$ cat src/rtl/cpu_ctrl_pkg.sv
// Shared encodings for the CPU run/reset sequencer: controller states,
// termination causes and the default pass code.
package cpu_ctrl_pkg;

   typedef enum logic [1:0] {
      ST_IDLE  = 2'd0,
      ST_RESET = 2'd1,
      ST_RUN   = 2'd2,
      ST_DONE  = 2'd3
   } state_t;

   typedef enum logic [1:0] {
      CAUSE_NONE    = 2'd0,
      CAUSE_HALT    = 2'd1,
      CAUSE_LOOP    = 2'd2,
      CAUSE_TIMEOUT = 2'd3
   } cause_t;

   localparam logic [31:0] DEFAULT_PASS_CODE = 32'd0;

endpackage

$ cat src/rtl/pc_loop_detect.sv
// Flags a jump-to-self: pc unchanged for LOOP_CYCLES-1 consecutive samples.
// clear invalidates the delayed pc so the first sample after it never matches.
module pc_loop_detect
   import cpu_ctrl_pkg::*;
#(
   parameter int PC_W        = 32,
   parameter int LOOP_CYCLES = 8
) (
   input  logic            clk,
   input  logic            rst,
   input  logic            clear,
   input  logic [PC_W-1:0] pc,
   output logic            loop_hit
);

   localparam int              EQ_W    = $clog2(LOOP_CYCLES) + 1;
   localparam logic [EQ_W-1:0] HIT_CNT = EQ_W'(LOOP_CYCLES - 2);

   logic [PC_W-1:0] r_pc_prev;
   logic            r_prev_vld;
   logic [EQ_W-1:0] r_eq_cnt;
   logic            w_eq;

   assign w_eq     = r_prev_vld && (pc == r_pc_prev);
   // The current equal sample is the (LOOP_CYCLES-1)th when HIT_CNT are already counted.
   assign loop_hit = w_eq && (r_eq_cnt == HIT_CNT);

   always_ff @(posedge clk or negedge rst) begin
      if (!rst) begin
         r_pc_prev  <= '0;
         r_prev_vld <= 1'b0;
         r_eq_cnt   <= '0;
      end else if (clear) begin
         r_pc_prev  <= '0;
         r_prev_vld <= 1'b0;
         r_eq_cnt   <= '0;
      end else begin
         r_pc_prev  <= pc;
         r_prev_vld <= 1'b1;
         if (!w_eq)
            r_eq_cnt <= '0;
         else if (r_eq_cnt != HIT_CNT)
            r_eq_cnt <= r_eq_cnt + EQ_W'(1);
      end
   end

endmodule

$ cat src/rtl/cpu_run_controller.sv
// Run/reset sequencer around one core: holds core_rst, runs while counting
// cycles, and latches a verdict on halt, self-loop or timeout.
module cpu_run_controller
   import cpu_ctrl_pkg::*;
#(
   parameter int                RST_CYCLES  = 16,
   parameter int                CNT_W       = 32,
   parameter longint unsigned   MAX_CYCLES  = 100000,
   parameter int                PC_W        = 32,
   parameter int                LOOP_CYCLES = 8,
   parameter logic [31:0]       PASS_CODE   = DEFAULT_PASS_CODE
) (
   input  logic             clk,
   input  logic             rst,
   input  logic             start,
   input  logic             abort,
   input  logic             halt,
   input  logic [31:0]      halt_code,
   input  logic [PC_W-1:0]  pc,
   output logic             core_rst,
   output logic             running,
   output logic             done,
   output logic             pass,
   output logic [1:0]       cause,
   output logic [31:0]      result_code,
   output logic [CNT_W-1:0] cycle_count
);

   localparam int               RC_W         = (RST_CYCLES > 1) ? $clog2(RST_CYCLES) : 1;
   localparam logic [RC_W-1:0]  RST_LAST     = RC_W'(RST_CYCLES - 1);
   localparam logic [CNT_W-1:0] TIMEOUT_LAST = CNT_W'(MAX_CYCLES - 1);

   state_t           r_state;
   logic [RC_W-1:0]  r_rst_cnt;
   logic [CNT_W-1:0] r_cycle;
   cause_t           r_cause;
   logic             r_pass;
   logic [31:0]      r_result;
   logic             r_core_rst;
   logic             r_running;
   logic             r_done;

   state_t           w_state_nxt;
   logic [RC_W-1:0]  w_rst_cnt_nxt;
   logic [CNT_W-1:0] w_cycle_nxt;
   cause_t           w_cause_nxt;
   logic             w_pass_nxt;
   logic [31:0]      w_result_nxt;
   logic             w_clear_status;
   logic             w_loop_clear;
   logic             w_loop_hit;

   // Loop history only accumulates while the core is actually running.
   assign w_loop_clear = (r_state != ST_RUN);

   pc_loop_detect #(
      .PC_W        (PC_W),
      .LOOP_CYCLES (LOOP_CYCLES)
   ) u_loop (
      .clk      (clk),
      .rst      (rst),
      .clear    (w_loop_clear),
      .pc       (pc),
      .loop_hit (w_loop_hit)
   );

   always_comb begin
      w_state_nxt    = r_state;
      w_rst_cnt_nxt  = r_rst_cnt;
      w_cycle_nxt    = r_cycle;
      w_cause_nxt    = r_cause;
      w_pass_nxt     = r_pass;
      w_result_nxt   = r_result;
      w_clear_status = 1'b0;

      if (abort) begin
         w_state_nxt    = ST_IDLE;
         w_clear_status = 1'b1;
      end else begin
         case (r_state)
            ST_IDLE: begin
               if (start) begin
                  w_state_nxt    = ST_RESET;
                  w_clear_status = 1'b1;
               end
            end
            ST_RESET: begin
               if (r_rst_cnt == RST_LAST) begin
                  w_state_nxt   = ST_RUN;
                  w_rst_cnt_nxt = '0;
               end else begin
                  w_rst_cnt_nxt = r_rst_cnt + RC_W'(1);
               end
            end
            ST_RUN: begin
               // The terminating cycle is still counted, so a timeout ends at MAX_CYCLES.
               w_cycle_nxt = r_cycle + CNT_W'(1);
               if (halt) begin
                  w_state_nxt  = ST_DONE;
                  w_cause_nxt  = CAUSE_HALT;
                  w_result_nxt = halt_code;
                  w_pass_nxt   = (halt_code == PASS_CODE);
               end else if (w_loop_hit) begin
                  w_state_nxt = ST_DONE;
                  w_cause_nxt = CAUSE_LOOP;
                  w_pass_nxt  = 1'b1;
               end else if (r_cycle == TIMEOUT_LAST) begin
                  w_state_nxt = ST_DONE;
                  w_cause_nxt = CAUSE_TIMEOUT;
                  w_pass_nxt  = 1'b0;
               end
            end
            ST_DONE: begin
               if (start) begin
                  w_state_nxt    = ST_RESET;
                  w_clear_status = 1'b1;
               end
            end
            default: begin
               w_state_nxt    = ST_IDLE;
               w_clear_status = 1'b1;
            end
         endcase
      end

      if (w_clear_status) begin
         w_rst_cnt_nxt = '0;
         w_cycle_nxt   = '0;
         w_cause_nxt   = CAUSE_NONE;
         w_pass_nxt    = 1'b0;
         w_result_nxt  = '0;
      end
   end

   // Status outputs follow the next state so they change on the same edge as the state.
   always_ff @(posedge clk or negedge rst) begin
      if (!rst) begin
         r_state    <= ST_IDLE;
         r_rst_cnt  <= '0;
         r_cycle    <= '0;
         r_cause    <= CAUSE_NONE;
         r_pass     <= 1'b0;
         r_result   <= '0;
         r_core_rst <= 1'b1;
         r_running  <= 1'b0;
         r_done     <= 1'b0;
      end else begin
         r_state    <= w_state_nxt;
         r_rst_cnt  <= w_rst_cnt_nxt;
         r_cycle    <= w_cycle_nxt;
         r_cause    <= w_cause_nxt;
         r_pass     <= w_pass_nxt;
         r_result   <= w_result_nxt;
         r_core_rst <= (w_state_nxt != ST_RUN);
         r_running  <= (w_state_nxt == ST_RUN);
         r_done     <= (w_state_nxt == ST_DONE);
      end
   end

   assign core_rst    = r_core_rst;
   assign running     = r_running;
   assign done        = r_done;
   assign pass        = r_pass;
   assign cause       = r_cause;
   assign result_code = r_result;
   assign cycle_count = r_cycle;

endmodule

$ cat config.mk
export PLATFORM = sky130hd
export DESIGN_NAME = cpu_run_controller
export DESIGN_NICKNAME = d
export VERILOG_FILES = /design/src/rtl/cpu_ctrl_pkg.sv /design/src/rtl/pc_loop_detect.sv /design/src/rtl/cpu_run_controller.sv
export SDC_FILE = /design/constraint.sdc
export NUM_CORES = 1
export LEC_CHECK = 0
export CORE_MARGIN = 1
export CORE_UTILIZATION = 45
export CTS_BUF_LIST = sky130_fd_sc_hd__clkbuf_2 sky130_fd_sc_hd__clkbuf_4 sky130_fd_sc_hd__clkbuf_8
export DETAILED_ROUTE_END_ITERATION = 12
export PLACE_DENSITY = 0.83
export SLEW_MARGIN = 15
export SYNTH_ARGS = -nofsm -noshare
export SYNTH_HDL_FRONTEND = slang
export SYNTH_SLANG_ARGS = --single-unit
$ cat constraint.sdc
create_clock -name clk -period 1.9 [get_ports clk]
set_input_delay 0.19 -clock clk [delete_from_list [all_inputs] [get_ports clk]]
set_output_delay 0.19 -clock clk [all_outputs]
set_load 0.1 [all_outputs]
-- Word level (Yosys, flattened, before mapping)
Index checks and enable logic that the tools add are counted.
- reduce and logical (&&, ||, !) cells: 13
- muxes and demuxes: 38
- add/sub/neg operators: 3
- eq/ne operators: 14
- operator list (kind ; number):
    32-bit 2-to-1 mux ; 8
    32-bit by 1-bit adder with 32-bit output (second input constant) ; 1
    32-bit by 17-bit equality test with 1-bit output (second input constant) ; 1
    32-bit equality test ; 1
    32-bit zero test ; 1
    4-bit 2-to-1 mux ; 7
    2-bit 2-to-1 mux ; 12
    1-bit 2-to-1 mux ; 10
    4-bit by 1-bit adder with 4-bit output (second input constant) ; 2
    2-bit equality test (second input constant) ; 4
    2-bit one-hot mux with 3 select lines ; 1
    3-bit AND reduction ; 2
    2-bit nonzero test ; 3
    4-bit by 3-bit equality test with 1-bit output (second input constant) ; 1
    4-bit equality test (second input constant) ; 1
    2-bit != test (second input constant) ; 2
    4-bit by 3-bit != test with 1-bit output (second input constant) ; 1
    2-bit AND reduction ; 2
    4-bit nonzero test ; 1
    3-bit by 2-bit != test with 1-bit output (second input constant) ; 1
    2-bit by 1-bit equality test with 1-bit output (second input constant) ; 1
    1-bit logical AND ; 2
    2-bit zero test ; 1
    2-bit by 1-bit != test with 1-bit output (second input constant) ; 1
    2-bit OR reduction ; 1
- bits in registers: 113
- word-level logic and storage cells: 80
- input bits: 69
- output and inout bits: 70

-- Longest topological paths before layout
Gate-level depths: netlist of the first run.
- depth after elaboration: 8
- depth in mapped cells: 9
- depth with buffers taken out: 8

-- By module
Synthesis of the first run repeated with hierarchy kept, for this count alone.
- cell total of the unflattened synthesis: 539
- area, all modules: 5270.1 um2
- modules (own cells, without submodules) (module ; instances ; cells an instance ; seq. area each (um2) ; area an instance (um2)):
    cpu_run_controller ; 1 ; 394 ; 1903.1 ; 3614.7
    pc_loop_detect ; 1 ; 145 ; 925.9 ; 1655.3

-- Least setup slack after synthesis of the first run
OpenSTA, ideal clock, no wires.
- path type: reg-to-reg
- start: register r_cycle[3], in the netlist cycle_count[3]
- end: register r_pass, in the netlist pass
- buffers on the path: 0
- data required time: 1781 ps
- arrival: 2454 ps
- stages on the path, launching flop included: 7
- path slack: -673 ps
- library setup time: 119 ps
- period minus slack after synthesis: 2573 ps
- path through: dfrtp_1 nand2_1 or4_4 nor4_4 o21a_1 nor2_1 o21a_1
- cells in the longest elaborated chain, start to end: 3
- ends and longest elaborated chain (element ; RTL line ; text):
    from (decl) ; cpu_run_controller.sv:35 ; logic [CNT_W-1:0] r_cycle;
    from (signal assigned) ; cpu_run_controller.sv:150 ; r_cycle <= w_cycle_nxt;
    32-bit by 17-bit equality test with 1-bit output ; cpu_run_controller.sv:107 ; end else if (r_cycle == TIMEOUT_LAST) begin
    4-bit nonzero test (no source line) ; - ;
    3-bit AND reduction (no source line) ; - ;
    to (signal assigned) ; cpu_run_controller.sv:152 ; r_pass <= w_pass_nxt;
    to (decl) ; cpu_run_controller.sv:37 ; logic r_pass;
Every way passes these cells.
A chain may end at the register's enable or synchronous reset.

-- Worst setup path after layout of the first run
- start: register r_cycle[21], in the netlist cycle_count[21]
- end: register r_cause[0], in the netlist cause[0]
- cells in the longest elaborated chain, start to end: 3
- ends and longest elaborated chain (element ; RTL line ; text):
    32-bit by 17-bit equality test with 1-bit output ; cpu_run_controller.sv:107 ;
    4-bit nonzero test (no source line) ; - ;
    3-bit AND reduction (no source line) ; - ;
    to (signal assigned) ; cpu_run_controller.sv:151 ; r_cause <= w_cause_nxt;
    to (decl) ; cpu_run_controller.sv:36 ; cause_t r_cause;
Every way passes these cells.

==> flow_summary.ini, run 1 <==
[timing]
period_minus_slack_ps = 1950
rsz0062_at_grt = true
max_slew_margin_pct = 61.1
fin_setup_tns_ps = -96.8
fin_crit_sh_pct = 103
setup_viol = 4
setup_slack_ps = -54.6
drv_slew = 0
hold_viol_final = 0
timing.fmax_mhz = 512
worst_slew_pin_slew_ps = 584
fin_skew_ps = 7.67

[power_and_ir_drop]
pwr-share-clk_pct = 24.7
power_density_mw_per_mm2 = 1190
internal_power_mw = 5.13
power_switching_mw = 3.73
p_comb_share_pct = 40.9
seqPwrFrac_pct = 34.4
leakage_nw = 3.38
vdd_drop_max_mv = 0.941
p_sw_share_pct = 42.1

[layout]
nFillCells = 859
n_antenna_cell = 0
area_growth_pct = 43.9
seqCellArea_mm2 = 0.00291
final_util_pct = 67.7
drive_above_1_share_pct = 28.5
multi_input_area_mm2 = 0.00236
fin_nets = 777

[setup_path]
worst-path-stages = 7
cp.required_ps = 2270
path_delay_family = simple AND/OR/NAND/NOR gates
cp_common_cell = nor2_1
endpoint_kind = register
critPathCapture = cause[0]
crit_path_max_incr_delay_ps = 470
r2r_end = cause[0]
cp_slowest_cell = dfrtp_4
ff2ff_setup_slack_ps = -50
r2r-start = cycle_count[21]
path_cells = or2_0 -> or4_4 -> nor4_4 -> buf_4 -> nor2_1 -> nor2_1 -> o221a_2
reg2regPathDepth = 7
cp.arrival_ps = 2330
worstSetupPathType = reg2reg
worst-path-buf-inv = 1
start_kind = register
crit_fanout = 3
startpoint = cycle_count[21]

[drt]
drtPass1Iterations = 5
route.detailed.drc = 0
vias = 4391
wl_per_cell_um = 15.5
drtAntennaViolNets = 0
drtIter0Drc = 207
drt_wl_total_um = 13200
routed_via_density = 5.15

[run]
cap_violations = 0

[grt]
grt_pass1_wl_um = 20500
met1_usage_pct = 26.7
grt_antenna_before_repair = 0
grt_pass1_vias = 4311
grt_use_met3_pct = 5.87
grt.met2_usage_pct = 39.3
grt_start_max_net_pins = 43
overflow = 0
track_usage_pct = 22.9
grt-busiest-layer = met2

[synth]
seq_area_frac_synth_pct = 54.5
yosys_warnings = 0
ys_seq_elements = 113
avgSynthCellArea_um2 = 10.0
ys_top_cells_by_count = dfrtp_1, nand2_1, nor2_1
yosys_most_used_dff = dfrtp_1
synth_edf_count = 0
synth_nets = 595
yosysUniqueCellTypes = 47
async_reset_ff_share_pct = 100
synth_top_area_share_pct = 54.0
synth_area_leaders = dfrtp_1, nand2_1, xor2_1
synth_area_leader_cell = dfrtp_1
synth_most_common_cell = dfrtp_1
synth.cell_area_mm2 = 0.00519
syn_inst = 519

[placed_design]
dp_slack_ps = -395
place_congestion = 0.835
dp_hpwl_um = 9550
portBuffers = 138

[outcome]
outcome = complete, but fails checks
violations = negative setup slack

[die]
dieWidth_um = 109
die_h_um = 109
core_mm2 = 0.0110
dieArea_mm2 = 0.0120
initial_utilization_pct = 47.1
fp-row-count = 38
io_pins = 139

[clocking]
clk_latency_ps = 430
cts_root_buf = clkbuf_8
max-clock-path-buffers = 2
cts_buffers = 17
cts.sinks = 113
clk_pin_slew_ps = 60
cts_tree = done
cts.htree.levels = 4

[min_path]
hp-class = in2async
## registers in the layout, indices dropped and copies added (netlist names)
register and cells:
cause 2, core_rst 1, cycle_count 32, done 1, pass 1, r_rst_cnt 4, r_state 2, result_code 32
running 1, u_loop.r_eq_cnt 4, u_loop.r_pc_prev 32, u_loop.r_prev_vld 1
## metal layers
metal,share of wire (%),up-vias
li1,-,2122
met1,41,2133
met2,52,114
met3,4.9,22
met4,2.4,0
met5,0,-
## worst min-delay path by stage
stage | from | end | slack (ps)
floorplan | rst | cause[0] | -110
global placement | rst | result_code[27] | 220
detailed placement | rst | result_code[27] | 230
CTS | rst | result_code[29] | 290
global route | rst | result_code[27] | 330
finish | rst | result_code[27] | 290
## cells by family (layout without fill, tap and decap cells)
family                   after synthesis  in the layout  share of synthesized area, %
AO/OA/AOI/OAI                         62             62                          7.21
XOR/XNOR                              58             58                          9.78
AND/OR/NAND/NOR                      247            247                          24.2
multiplexers                           3              3                         0.578
adder cells (fa/ha/maj)                7              7                          1.69
buffers and inverters                 29            222                          2.10
flip-flops                           113            113                          54.5
## cell usage in the layout (no fill, tap or decap), drive strengths merged, types with 3 or more instances in the layout
master         count
clkdlybuf4s50     67
a21oi              6
and2              29
o21a               5
nand3             14
nor2              52
or4                3
mux2i              3
xnor2             26
nand2             82
o21ai             35
o22ai              3
nand4             12
and3               6
ha                 7
clkinv             5
nor3               7
nor4              16
dfrtp            112
buf              113
nor2b              6
or3                3
inv               11
xor2              32
clkbuf            23
and4               7
## what timing repair did
item	CTS	global route
setup buffers	3	5
hold buffers	1	0
setup endpoints to repair	10	13
pin swaps	3	11
endpoints found under the hold margin	37	0
resized for setup	2	11
## worst reg2reg max path, stage by stage, from the launching register on
cell and delay, ps:
dfrtp_4 470, or2_0 230, or4_4 430, nor4_4 280, buf_4 190, nor2_1 40, nor2_1 80, o221a_2 180
## power by group through the flow
stage | sequential (mW) | combinational (mW) | clock [mW]
finish | 3.04 | 3.62 | 2.19
global route | 3.09 | 3.81 | 2.35
CTS | 3.04 | 3.60 | 2.25
detailed placement | 3.08 | 3.58 | 0
global placement | 3.06 | 3.52 | 0
floorplan | 4.69 | 0.903 | 0
## cell type report
| cell class | count | share of cell area [%] |
|---|---|---|
| sequential | 113 | 39.0 |
| clock inverter | 7 | 1.14 |
| multi-input combinational | 377 | 31.7 |
| tap | 140 | 2.35 |
| timing repair buffer | 181 | 21.3 |
| clock buffer | 23 | 3.99 |
| inverter | 11 | 0.553 |
## stage by stage
step,cell area [µm²],instances,power (mW),hold WS (ps)
after floorplan,5330,519,5.59,-106
after global placement,6960,813,6.57,222
after detailed placement,6960,813,6.65,227
after CTS,7380,847,8.89,290
after global routing,7470,852,9.26,329
final,7470,852,8.86,292
Power figures use the tool's default switching activity.
==> run 2: changes to the inputs <==
--- a/config.mk
+++ b/config.mk
@@ -14,3 +14,4 @@
 export SYNTH_ARGS = -nofsm -noshare
 export SYNTH_HDL_FRONTEND = slang
 export SYNTH_SLANG_ARGS = --single-unit
+export TNS_END_PERCENT = 5
==> run 2 against run 1 <==
The run still ends with negative setup slack left. Global-route usage up 0.13 points. Final cell count shrank 1.1%. Routed wire length shrank 1.8%. Highest routed layer unchanged.
==> flow_summary.ini, run 2 (synthesis gave the netlist of run 1 again) <==
[placed_design]
place_area_mm2 = 0.00691
dp_slack_ps = -366
dp.cells = 810
dp_hpwl_um = 9530
portBuffers = 138
place_congestion = 0.827

[clocking]
cts_tree = done
cts_root_buf = clkbuf_8
cts.htree.levels = 4
cts_buffers = 17
clk_latency_ps = 440
clk_pin_slew_ps = 60
cts.sinks = 113
max-clock-path-buffers = 2

[drt]
route.detailed.drc = 0
drt_wl_total_um = 13000
wl_per_cell_um = 15.4
drt-met1-wl_um = 5180
drtAntennaViolNets = 0
met3_length_um = 709
wl_met2_um = 6660
topRoutingLayerUsed = met4
drtPass1Iterations = 4
routed_via_density = 5.20
vias = 4387
drtIter0Drc = 257

[timing]
worst_slew_pin_slew_ps = 491
fin_setup_tns_ps = -13.9
fin_crit_sh_pct = 100
max_slew_margin_pct = 67.3
drv_slew = 0
timing.hold.ws_ps = 258
period_minus_slack_ps = 1910
hold_viol_final = 0
fin_skew_ps = 10.6
timing.fmax_mhz = 524
rsz0062_at_grt = true
setup_viol = 2
setup_slack_ps = -8.94

[die]
die_h_um = 109
io_pins = 139
fp-row-count = 38
core_mm2 = 0.0110
dieWidth_um = 109
initial_utilization_pct = 47.1
dieArea_mm2 = 0.0120

[grt]
grt_pass1_vias = 4449
overflow = 0
track_usage_pct = 23.0
grt_pass1_wl_um = 20900
grt_start_max_net_pins = 66
grt_antenna_before_repair = 0

[power_and_ir_drop]
leakage_nw = 3.32
power_density_mw_per_mm2 = 1200
vdd_drop_max_mv = 0.965
power_mw = 8.80

[setup_path]
crit_fanout = 4
endpoint_kind = register
start_kind = register
cp.required_ps = 2230
cp.arrival_ps = 2230
worstSetupPathType = reg2reg

[layout]
area_growth_pct = 41.6
fin_nets = 768
layout_commonest_cell = buf_4
final_cell_mix = buf_4, nand2_1, dfrtp_1
final_util_pct = 66.7
design_area_mm2 = 0.00735
stdcell_count = 843
drive_above_1_share_pct = 26.5
nFillCells = 883
n_antenna_cell = 0

[outcome]
outcome = complete, but fails checks
violations = negative setup slack

[min_path]
hp-class = in2async

[run]
cap_violations = 0
==> run 2: changes by cell type in the layout (fill, tap and decap cells not counted), sizes merged <==
cell,delta
clkinv,-1
buf,-9
clkbuf,+1
==> run 2: cell type report <==
cell class              count  area [µm²]  share of cell area (%)
repair buffers            172        1510                    20.6
inverters                  11        41.3                   0.562
clock buffers              24         312                    4.24
well taps                 140         175                    2.38
multi-input cells         377        2330                    31.6
flip-flops and latches    113        2910                    39.5
clock inverters             6        80.1                    1.09
==> run 2: worst max-delay path, cell delays in order (launching register included) <==
cell and delay [ps]:
dfrtp_1 380, xnor2_1 140, o211ai_1 100, or4_4 570, and4bb_2 340, nor2_1 50, o221a_2 230
==> run 2: where the power goes <==
part           internal (mW)  switching [mW]  total (mW)  leakage (nW)
combinational          0.959            2.59        3.55          1.62
clock                   1.32           0.897        2.22         0.209
sequential              2.82           0.211        3.03          1.49
total                   5.10            3.70        8.80          3.32
==> run 2: path summary, 6_finish.rpt <==
path                                      start         endpoint  slack, ps  cells after the start
setup / recovery           u_loop.r_pc_prev[10]         cause[0]         -9                      6
hold / removal                              rst       r_state[1]        260                      2
setup reg to reg           u_loop.r_pc_prev[10]         cause[0]         -9                      6
hold reg to reg                 result_code[15]  result_code[15]        480                      2
max in group asynchronous                   rst   cycle_count[5]       1030                      3
min in group clk                  halt_code[19]  result_code[19]        330                      3
==> run 2: routing by layer <==
layer / vias up / track usage (%)
met5: - / 0
met1: 2117 / 26.4
met2: 127 / 39.0
li1: 2108 / -
met4: 0 / 13.0
met3: 35 / 6.05
==> run 2: what timing repair did <==
action	in CTS	in global routing
endpoints found under the hold margin	32	0
hold buffers	1	0
pin swaps	2	2
setup buffers	1	1
cloned	0	0
resized for setup	1	5
endpoints found under the setup margin	6	18
==> run 3: changes to the inputs <==
--- a/config.mk
+++ b/config.mk
@@ -10,7 +10,7 @@
 export CTS_BUF_LIST = sky130_fd_sc_hd__clkbuf_2 sky130_fd_sc_hd__clkbuf_4 sky130_fd_sc_hd__clkbuf_8
 export DETAILED_ROUTE_END_ITERATION = 12
 export PLACE_DENSITY = 0.83
-export SLEW_MARGIN = 15
+export SLEW_MARGIN = 20
 export SYNTH_ARGS = -nofsm -noshare
 export SYNTH_HDL_FRONTEND = slang
 export SYNTH_SLANG_ARGS = --single-unit
==> results of run 3 <==
No change in the layout: final DEF, timing and power equal those of run 2.
==> patch, RTL diff (config.mk and constraints of run 2) <==
Re-encode `state_t` (4 states) as one-hot, 4 bits wide.
--- a/src/rtl/cpu_ctrl_pkg.sv
+++ b/src/rtl/cpu_ctrl_pkg.sv
@@ -4,7 +4,7 @@
 
-   typedef enum logic [1:0] {
-      ST_IDLE  = 2'd0,
-      ST_RESET = 2'd1,
-      ST_RUN   = 2'd2,
-      ST_DONE  = 2'd3
+   typedef enum logic [3:0] {
+      ST_IDLE  = 4'b0001,
+      ST_RESET = 4'b0010,
+      ST_RUN   = 4'b0100,
+      ST_DONE  = 4'b1000
    } state_t;
Formal check against the unedited RTL: no difference found for any inputs over 10 cycles, from zero or initial values and one cycle with rst low; not proved beyond that.
==> patch against run 2 <==
The run still ends with negative setup slack left. Largest cell class unchanged. Clock skew about the same. Area after synthesis up 1.5%. Die area up 1.4%. Critical endpoint is now cycle_count[28]$_DFFE_PN0P_. Core utilization down 0.072 points. Via count up 1.2%. Design area up 3.4%. Hold slack worse by 87 ps. Sequential cell count up 2. Maximum frequency down 5.3%. Wire length down 0.33%. Setup slack worse by 110 ps. First-iteration DRC count up 6.2%. Non-clock buffer count up 10.
Power is not compared: it rests on default switching activity, and its combinational part moved more than twofold at a synthesized area within 25%.
==> patch: results (changes against run 2) <==
[global_routing]
grt_pass1_vias = 4436  ; -0.29%
grt_pass1_wl_mm = 20.9  ; +0.13%
grt_util_met3_pct = 7.52  ; +1.5 points
met1_usage_pct = 27.4  ; +1.0 points
grt_use_total_pct = 22.7  ; -0.27 points
grt_util_met2_pct = 38.2  ; -0.82 points
grt_max_degree = 55  ; -17%

[run_status]
status = finished with violations
violations = negative setup slack

[placed_design]
hpwl_mm = 9.34  ; -2.0%
gp_congestion = 0.852  ; +3.1%
placed_cell_area_mm2 = 0.00706  ; +2.1%

[clock_network]
post-cts-setup-buffer-count = 0  ; -1
ctsResizeCount = 30  ; +29

[worst_setup_path]
arrival_ps = 2380  ; +150 ps
worst_path_dominant_cell_family = simple AND/OR/NAND/NOR gates
critPathSlowestCell = or4b_4
slowest_delay_ps = 630  ; +60 ps
crit_fanout = 7  ; +3

[detailed_routing]
post_drt_wl_per_cell_um = 15.0  ; -2.4%
firstDrtPassIters = 4  ; unchanged
vias = 4438  ; +1.2%
drt_iter0_markers = 273  ; +6.2%
wl_met2_mm = 6.42  ; -3.5%
wl_met3_um = 830  ; +17%
wl_met1_mm = 5.50  ; +6.2%

[timing]
setup_slack_ps = -115  ; -106 ps
worstMarginPinSlew_ps = 461  ; -29.9 ps
setup_viol = 39  ; +37
finalSetupTns_ps = -1400  ; -1380 ps
fin_skew_ps = 10.5  ; -0.111 ps

[yosys]
yosys-top-cells-area = dfrtp_1 (54%), xor2_1 (8.5%), nand2_1 (6.2%)
netlist_instances = 526  ; +1.3%
ys_top_cells_by_count = dfrtp_1 (113), nand2_1 (87), xor2_1 (51), o21ai_0 (42)
syn_nets = 599  ; +0.67%
seq_area_frac_synth_pct = 54.7  ; +0.18 points
yosysUniqueCellTypes = 43  ; -8.5%

[final_layout]
nets = 779  ; +1.4%
final_cells = 861  ; +2.1%
drive_above_1_share_pct = 27.0  ; +0.56 points

[min_path]
hold_path.class = input pin to async pin

-- patch: kinds of logic after synthesis --
family          after synthesis  share of synthesized area [%]
simple gates                244                           24.0
flops                       115                           54.7
compound gates               75                           7.96
xor+xnor                     60                           9.97
buf+inv                      26                           2.11
fa+ha+maj                     4                          0.950
mux                           2                          0.380
-- patch: metrics by stage --
| stage | total power [µW] | util (%) | worst slack, ps | hold slack (ps) |
|---|---|---|---|---|
| after floorplan | 3280 | - | -276 | -106 |
| after global placement | 3730 | 61.8 | -289 | 87.2 |
| after detailed placement | 3750 | 61.8 | -393 | 87.1 |
| final | 5980 | 66.6 | -115 | 172 |
| after CTS | 6020 | 66.1 | -183 | 158 |
| after global routing | 6220 | 66.6 | -187 | 184 |
-- patch: final cells by class --
cell class	instances	area, µm²
Inverter	5	18.8
Multi-Input combinational cell	385	2420
Timing Repair Buffer	182	1660
Fill cell	894	3820
Clock inverter	9	106
Clock buffer	22	284
Sequential cell	115	2940
Tap cell	143	179
-- patch: final timing paths --
path                                                   from                           to  slack (ps)  cells after the start
worst max-delay path                   r_state[1]$_DFF_PN0_  cycle_count[28]$_DFFE_PN0P_        -120                      5
worst min-delay path                                    rst   cycle_count[8]$_DFFE_PN0P_         170                      2
worst max register to register         r_state[1]$_DFF_PN0_  cycle_count[28]$_DFFE_PN0P_        -120                      5
worst min register to register  result_code[31]$_DFFE_PN0P_  result_code[31]$_DFFE_PN0P_         490                      2
max in group asynchronous                               rst         r_state[0]$_DFF_PN1_        1140                      3
min in group clk                              halt_code[26]  result_code[26]$_DFFE_PN0P_         320                      3
-- patch: power by group --
group	total [µW]	internal [µW]	switching [µW]
logic	1180	364	814
registers	2560	2520	44.2
clock network	2230	1270	968
total	5980	4150	1830
